<file path="config.mk">
export PLATFORM = sky130hd
export DESIGN_NAME = trigger_sequencer_flat
export DESIGN_NICKNAME = d
export VERILOG_FILES = /design/src/rtl/trigger_sequencer_if.sv /design/src/rtl/trigger_sequencer.sv /design/src/flat_wrapper.sv
export SDC_FILE = /design/constraint.sdc
export NUM_CORES = 1
export LEC_CHECK = 0
export CORE_MARGIN = 1.5
export CORE_UTILIZATION = 54
export DETAILED_ROUTE_END_ITERATION = 10
export PLACE_DENSITY_LB_ADDON = 0.15
export SYNTH_ARGS = -nofsm -noshare
export SYNTH_HDL_FRONTEND = slang
export SYNTH_SLANG_ARGS = --single-unit
</file>
<file path="constraint.sdc">
create_clock -name clk_usb -period 4.1 [get_ports clk_usb]
set_input_delay 0.615 -clock clk_usb [delete_from_list [all_inputs] [get_ports clk_usb]]
set_output_delay 0.615 -clock clk_usb [all_outputs]
set_load 0.1 [all_outputs]
</file>
<file path="src/rtl/trigger_sequencer_if.sv">
// Register bus shared by the trigger blocks.
// A host drives a command code, a byte index within that command and read/write strobes.
// The selected block returns read data combinationally.
//   reg_cmd       : command code being executed
//   reg_bytecount : byte index within the command
//   reg_data_in   : write data
//   reg_data_out  : read data (block -> host)
//   reg_read      : read strobe
//   reg_write     : write strobe
interface trigger_sequencer_if;
  logic [7:0]  reg_cmd;
  logic [15:0] reg_bytecount;
  logic [7:0]  reg_data_in;
  logic [7:0]  reg_data_out;
  logic        reg_read;
  logic        reg_write;

  modport master (
    output reg_cmd, reg_bytecount, reg_data_in, reg_read, reg_write,
    input  reg_data_out
  );

  modport slave (
    input  reg_cmd, reg_bytecount, reg_data_in, reg_read, reg_write,
    output reg_data_out
  );
endinterface

</file>
<file path="src/rtl/trigger_sequencer.sv">
// trigger_sequencer: arms on a host command and waits for a trigger pulse from the edge detector.
// After the trigger it waits a programmable delay, then emits a train of count pulses.
// Each pulse is width cycles high, and consecutive pulses are separated by gap cycles low.
// Optional macro TRIGGER_SEQ_TIMEOUT_EN: leaving ARMED after TIMEOUT_CYCLES without a trigger
// drops back to IDLE and sets the timeout flag (CTRL bit3).
// Ports:
//   clk_usb    : single clock for registers and sequencing
//   reset      : asynchronous active-high reset
//   reg_bus    : register bus (slave side), read data is combinational
//   trigger_in : trigger pulse, already synchronous to clk_usb
//   pulse_out  : registered output pulse train
//   busy       : high in DELAY, PULSE or GAP
//   armed      : high in ARMED
module trigger_sequencer #(
  parameter logic [7:0]  CMD_CTRL       = 8'h20,
  parameter logic [7:0]  CMD_DELAY      = 8'h21,
  parameter logic [7:0]  CMD_WIDTH      = 8'h22,
  parameter logic [7:0]  CMD_GAP        = 8'h23,
  parameter logic [7:0]  CMD_COUNT      = 8'h24,
  parameter logic [23:0] TIMEOUT_CYCLES = 24'd10_000_000
) (
  input  logic                      clk_usb,
  input  logic                      reset,
  trigger_sequencer_if.slave        reg_bus,
  input  logic                      trigger_in,
  output logic                      pulse_out,
  output logic                      busy,
  output logic                      armed
);

  typedef enum logic [2:0] {StIdle, StArmed, StDelay, StPulse, StGap} state_e;

  state_e      r_state;
  logic [23:0] r_delay;
  logic [15:0] r_width;
  logic [15:0] r_gap;
  logic [7:0]  r_count;
  logic        r_auto_rearm;
  logic        r_done;
  logic        r_pulse_out;
  logic [23:0] r_cnt;
  logic [7:0]  r_pulses_left;
  logic        w_timeout;

  logic        w_wr_ctrl;
  logic        w_arm;
  logic        w_abort;
  logic [23:0] w_width_m1;
  logic [23:0] w_gap_m1;
  logic [7:0]  w_count_eff;
  logic [7:0]  w_rd_data;

  assign w_wr_ctrl = reg_bus.reg_write && (reg_bus.reg_cmd == CMD_CTRL);
  assign w_arm     = w_wr_ctrl && reg_bus.reg_data_in[0];
  assign w_abort   = w_wr_ctrl && reg_bus.reg_data_in[1];

  // Width 0 and count 0 behave as 1; gap-1 is only used when gap is non-zero.
  assign w_width_m1  = (r_width == 16'd0) ? 24'd0 : {8'd0, r_width - 16'd1};
  assign w_gap_m1    = {8'd0, r_gap - 16'd1};
  assign w_count_eff = (r_count == 8'd0) ? 8'd1 : r_count;

  assign pulse_out = r_pulse_out;
  assign busy      = (r_state == StDelay) || (r_state == StPulse) || (r_state == StGap);
  assign armed     = (r_state == StArmed);

`ifdef TRIGGER_SEQ_TIMEOUT_EN
  logic        r_timeout;
  logic [23:0] r_to_cnt;
  assign w_timeout = r_timeout;
`else
  logic w_unused_timeout_cycles;
  assign w_unused_timeout_cycles = ^TIMEOUT_CYCLES;
  assign w_timeout = 1'b0;
`endif

  // Configuration registers, byte-addressed little-endian.
  always_ff @(posedge clk_usb or posedge reset) begin
    if (reset) begin
      r_delay      <= 24'd0;
      r_width      <= 16'd1;
      r_gap        <= 16'd1;
      r_count      <= 8'd1;
      r_auto_rearm <= 1'b0;
    end else if (reg_bus.reg_write) begin
      case (reg_bus.reg_cmd)
        CMD_CTRL: r_auto_rearm <= reg_bus.reg_data_in[2];
        CMD_DELAY: begin
          case (reg_bus.reg_bytecount)
            16'd0:   r_delay[7:0]   <= reg_bus.reg_data_in;
            16'd1:   r_delay[15:8]  <= reg_bus.reg_data_in;
            16'd2:   r_delay[23:16] <= reg_bus.reg_data_in;
            default: ;
          endcase
        end
        CMD_WIDTH: begin
          case (reg_bus.reg_bytecount)
            16'd0:   r_width[7:0]  <= reg_bus.reg_data_in;
            16'd1:   r_width[15:8] <= reg_bus.reg_data_in;
            default: ;
          endcase
        end
        CMD_GAP: begin
          case (reg_bus.reg_bytecount)
            16'd0:   r_gap[7:0]  <= reg_bus.reg_data_in;
            16'd1:   r_gap[15:8] <= reg_bus.reg_data_in;
            default: ;
          endcase
        end
        CMD_COUNT: begin
          if (reg_bus.reg_bytecount == 16'd0) r_count <= reg_bus.reg_data_in;
        end
        default: ;
      endcase
    end
  end

  // Sequencer. pulse_out follows the PULSE state one cycle later, except that abort clears it
  // on the same edge that returns the state to IDLE.
  always_ff @(posedge clk_usb or posedge reset) begin
    if (reset) begin
      r_state       <= StIdle;
      r_done        <= 1'b0;
      r_pulse_out   <= 1'b0;
      r_cnt         <= 24'd0;
      r_pulses_left <= 8'd0;
`ifdef TRIGGER_SEQ_TIMEOUT_EN
      r_timeout     <= 1'b0;
      r_to_cnt      <= 24'd0;
`endif
    end else begin
      r_pulse_out <= (r_state == StPulse) && !w_abort;
      if (w_wr_ctrl) begin
        r_done <= 1'b0;
`ifdef TRIGGER_SEQ_TIMEOUT_EN
        r_timeout <= 1'b0;
`endif
      end
      if (w_abort) begin
        r_state <= StIdle;
      end else begin
        unique case (r_state)
          StIdle: begin
            if (w_arm) begin
              r_state <= StArmed;
`ifdef TRIGGER_SEQ_TIMEOUT_EN
              r_to_cnt <= 24'd0;
`endif
            end
          end
          StArmed: begin
            if (trigger_in) begin
              r_pulses_left <= w_count_eff;
              if (r_delay == 24'd0) begin
                r_state <= StPulse;
                r_cnt   <= w_width_m1;
              end else begin
                r_state <= StDelay;
                r_cnt   <= r_delay - 24'd1;
              end
            end
`ifdef TRIGGER_SEQ_TIMEOUT_EN
            else if (r_to_cnt >= TIMEOUT_CYCLES - 24'd1) begin
              r_state   <= StIdle;
              r_timeout <= 1'b1;
            end else begin
              r_to_cnt <= r_to_cnt + 24'd1;
            end
`endif
          end
          StDelay: begin
            if (r_cnt == 24'd0) begin
              r_state <= StPulse;
              r_cnt   <= w_width_m1;
            end else begin
              r_cnt <= r_cnt - 24'd1;
            end
          end
          StPulse: begin
            if (r_cnt != 24'd0) begin
              r_cnt <= r_cnt - 24'd1;
            end else if (r_pulses_left > 8'd1) begin
              r_pulses_left <= r_pulses_left - 8'd1;
              // Zero gap re-enters PULSE directly so the pulses merge.
              if (r_gap == 16'd0) begin
                r_cnt <= w_width_m1;
              end else begin
                r_state <= StGap;
                r_cnt   <= w_gap_m1;
              end
            end else begin
              r_pulses_left <= 8'd0;
              r_done        <= 1'b1;
              r_state       <= r_auto_rearm ? StArmed : StIdle;
`ifdef TRIGGER_SEQ_TIMEOUT_EN
              r_to_cnt <= 24'd0;
`endif
            end
          end
          StGap: begin
            if (r_cnt == 24'd0) begin
              r_state <= StPulse;
              r_cnt   <= w_width_m1;
            end else begin
              r_cnt <= r_cnt - 24'd1;
            end
          end
          default: r_state <= StIdle;
        endcase
      end
    end
  end

  // Combinational read-back; out-of-range bytes and unknown commands read zero.
  always_comb begin
    w_rd_data = 8'h00;
    if (reg_bus.reg_read) begin
      case (reg_bus.reg_cmd)
        CMD_CTRL: w_rd_data = {4'b0000, w_timeout, r_auto_rearm, r_done, busy | armed};
        CMD_DELAY: begin
          case (reg_bus.reg_bytecount)
            16'd0:   w_rd_data = r_delay[7:0];
            16'd1:   w_rd_data = r_delay[15:8];
            16'd2:   w_rd_data = r_delay[23:16];
            default: w_rd_data = 8'h00;
          endcase
        end
        CMD_WIDTH: begin
          case (reg_bus.reg_bytecount)
            16'd0:   w_rd_data = r_width[7:0];
            16'd1:   w_rd_data = r_width[15:8];
            default: w_rd_data = 8'h00;
          endcase
        end
        CMD_GAP: begin
          case (reg_bus.reg_bytecount)
            16'd0:   w_rd_data = r_gap[7:0];
            16'd1:   w_rd_data = r_gap[15:8];
            default: w_rd_data = 8'h00;
          endcase
        end
        CMD_COUNT: w_rd_data = (reg_bus.reg_bytecount == 16'd0) ? r_count : 8'h00;
        default:   w_rd_data = 8'h00;
      endcase
    end
  end

  assign reg_bus.reg_data_out = w_rd_data;

endmodule

</file>
<file path="src/flat_wrapper.sv">
// flat-port wrapper written by rule: the top's interface ports become plain ports
module trigger_sequencer_flat 
#(
  parameter logic [7:0]  CMD_CTRL       = 8'h20,
  parameter logic [7:0]  CMD_DELAY      = 8'h21,
  parameter logic [7:0]  CMD_WIDTH      = 8'h22,
  parameter logic [7:0]  CMD_GAP        = 8'h23,
  parameter logic [7:0]  CMD_COUNT      = 8'h24,
  parameter logic [23:0] TIMEOUT_CYCLES = 24'd10_000_000
)
  (clk_usb, reset, trigger_in, pulse_out, busy, armed, reg_bus_reg_cmd, reg_bus_reg_bytecount, reg_bus_reg_data_in, reg_bus_reg_read, reg_bus_reg_write, reg_bus_reg_data_out);
  trigger_sequencer_if reg_bus_i ();
  input  logic clk_usb;
  input  logic reset;
  input  logic trigger_in;
  output logic pulse_out;
  output logic busy;
  output logic armed;
  input wire logic [$bits(reg_bus_i.reg_cmd)-1:0] reg_bus_reg_cmd;
  input wire logic [$bits(reg_bus_i.reg_bytecount)-1:0] reg_bus_reg_bytecount;
  input wire logic [$bits(reg_bus_i.reg_data_in)-1:0] reg_bus_reg_data_in;
  input wire logic [$bits(reg_bus_i.reg_read)-1:0] reg_bus_reg_read;
  input wire logic [$bits(reg_bus_i.reg_write)-1:0] reg_bus_reg_write;
  output wire logic [$bits(reg_bus_i.reg_data_out)-1:0] reg_bus_reg_data_out;
  assign reg_bus_i.reg_cmd = reg_bus_reg_cmd;
  assign reg_bus_i.reg_bytecount = reg_bus_reg_bytecount;
  assign reg_bus_i.reg_data_in = reg_bus_reg_data_in;
  assign reg_bus_i.reg_read = reg_bus_reg_read;
  assign reg_bus_i.reg_write = reg_bus_reg_write;
  assign reg_bus_reg_data_out = reg_bus_i.reg_data_out;
  trigger_sequencer #(.CMD_CTRL(CMD_CTRL), .CMD_DELAY(CMD_DELAY), .CMD_WIDTH(CMD_WIDTH), .CMD_GAP(CMD_GAP), .CMD_COUNT(CMD_COUNT), .TIMEOUT_CYCLES(TIMEOUT_CYCLES)) u_core (.clk_usb(clk_usb), .reset(reset), .reg_bus(reg_bus_i), .trigger_in(trigger_in), .pulse_out(pulse_out), .busy(busy), .armed(armed));
endmodule
</file>
==> out/metrics.yaml <==
status: "finished, final reports clean"
async_flop_share: 1.000
ant_nets: 0
pwr_density_cell_mw_per_mm2: 346.4
max_freq_ghz: 0.2795
tns_ps: 0
regArea_mm2: 0.002556
globalRouteTotalUtil: 0.3133
coreArea_mm2: 0.01277
maxCapViolations: 0
viasPerCell: 6.639
post_cts_buffers: 0
wire_per_inst_um: 21.60
cp_max_fo: 10
cts_made_buffers: 9
synth-edff-count: 0
fp-row-count: 41
initial_utilization: 0.5590
final.fill_count: 1086
clock-sinks: 102
die_y_um: 118.0
worstPathArrival_ps: 2960
syn-cell-area_mm2: 0.007141
yosys.area_share.simple: 0.2129
slew_violations: 0
clk_pin_slew_ps: 80
tightest_slew_ps: 998.0
overflow: 0
top_usage_layer: "met2"
drcViolationCount: 0
fin_area_mm2: 0.008164
vias: 6553
synth_top_cell_by_area: "dfrtp_1"
synth_warnings: 0
grt_pass1_vias: 6190
clockBufferDepth: 2
clk_latency_ps: 360
yosys.area_share.xor_xnor: 0.05888
synthFlopType: "dfrtp_1"
synth_fp_nets: 826
antenna_found_initial: 0
io_pins: 48
crit_path_start_kind: "input port"
grt_util_met2: 0.4635
drive_above_1_share: 0.1693
syn_inst: 781
dr.pass1.iters: 5
use_met1: 0.4436
portBuffers: 47
grt.met3_usage: 0.06395
multi_input_area_mm2: 0.004364
placed_area_mm2: 0.007860
worst_ir_drop_vdd_v: 0.0002836
maxSlewHeadroom: 0.3347
die_w_um: 118.0
drt_first_iter_violations: 709
yosysUniqueCellTypes: 71
gp_congestion: 0.9626
worstSetupPathType: "input port to output pin"
synth_fa_ha_area_frac: 0.01402
areaGrowthSynthToFinish_pct: 14.33
yosys-top-cells-count: "dfrtp_1, nor2_1, mux2_2"
finalPower_mw: 2.828
grt_max_degree: 81
final_hold_viol_count: 0
ys_ff_latch: 102
wl_mm: 21.32
timing.hold.ws_ps: 502.9
synth_top_family_by_area: "simple AND/OR/NAND/NOR gates"
n_antenna_cell: 0
syn_area_per_cell_um2: 9.143
cts_resized: 0
finalClockSkew_ps: 7.776
cts_tree: "yes"
yosys-top-cells-area: "dfrtp_1, mux2_2, o21ai_0"
synth_top_area_frac: 0.3469
yosysSeqAreaShare: 0.3580
setup_viol: 0
leakage_nw: 3.576
nNetsFinal: 855
hold_buffers: 0
fin_crit_ps: 3578
hold_class: "flip-flop to flip-flop"
critPathCaptureType: "output pin"
rsz0062_at_grt: "no"
worst_ep_required_time_ps: 3480
synth_most_common_cell: "dfrtp_1"
synth_compound_area_frac: 0.1826
grt_pass1_wl_mm: 34.07
min_period_over_period: 0.8727
die_area_mm2: 0.01392
clockRootBuffer: "clkbuf_16"
muxShareOfSynthArea: 0.1384
hpwl_mm: 15.88
cts.htree.levels: 3
-- power by group --
group	leakage (nW)	switching (mW)	total (mW)	internal, mW
registers	1.35	0.131	1.25	1.12
clock network	0.151	0.451	0.889	0.438
logic	2.07	0.410	0.692	0.282
-- stage by stage --
stage,instances,setup slack (ps),utilization
floorplan,781,127.7,-
global placement,971,568.5,0.6153
detailed placement,971,567.5,0.6153
CTS,987,540.7,0.6391
global route,987,367.1,0.6391
finish,987,522.0,0.6391
-- final cells by class --
cell class                      instances  share of cell area
Sequential cell                       102              0.3131
Timing Repair Buffer                   61             0.08153
Tap cell                              172             0.02636
Multi-Input combinational cell        621              0.5346
Clock inverter                          7            0.009655
Clock buffer                            9             0.02759
Inverter                               15            0.007203
-- registers in the layout, indices dropped and copies added (netlist names) --
register and flops:
u_core.pulse_out 1, u_core.r_auto_rearm 1, u_core.r_cnt 24, u_core.r_count 8
u_core.r_delay 24, u_core.r_done 1, u_core.r_gap 16, u_core.r_pulses_left 8
u_core.r_state 3, u_core.r_width 16
-- cells in the final DEF, fill, tap and decap left out, types with 12 or more instances in the layout --
master / instances
xnor2_1: 26
nand3_1: 18
clkdlybuf4s50_1: 38
dfrtp_1: 99
a31oi_1: 12
nor2_1: 74
nor4_1: 16
or3_1: 13
a21oi_1: 32
o21ai_0: 57
buf_4: 14
nor3_1: 31
mux2_2: 65
inv_1: 14
nand2_1: 54
xor2_1: 22
-- path summary, 6_finish.rpt --
| check | slack [ps] | depth (start not counted) | startpoint | endpoint |
|---|---|---|---|---|
| max reg2reg | 730 | 8 | u_core.r_cnt[0] | u_core.r_cnt[12] |
| min | 500 | 1 | u_core.r_cnt[19] | u_core.r_cnt[19] |
| min in group asynchronous | 810 | 2 | reset | u_core.r_done |
| min reg2reg | 500 | 1 | u_core.r_cnt[19] | u_core.r_cnt[19] |
| max in group asynchronous | 2530 | 3 | reset | u_core.r_cnt[4] |
| max | 520 | 8 | reg_bus_reg_cmd[3] | reg_bus_reg_data_out[2] |
-- metal layers --
metal	share of wire	routed length, um
met5	0	0
met1	0.43	9097
met4	0.038	817
met2	0.44	9446
met3	0.092	1958
-- cells by family (layout without fill, tap and decap cells) --
kind of cell    count (synthesis)  in the layout
simple gates                  282            282
xor+xnor                       48             48
compound gates                200            200
buf+inv                        58             92
flops                         102            102
fa+ha+maj                       8              8
mux                            83             83
-- worst max-delay path, cell delays in order --
cell and delay (ps):
clkdlybuf4s50_1 390, or4b_1 570, nor3_1 170, buf_4 160, and3_1 380, a22oi_1 170, a31oi_2 290, buf_12 210
(Power assumes the default switching activity.)
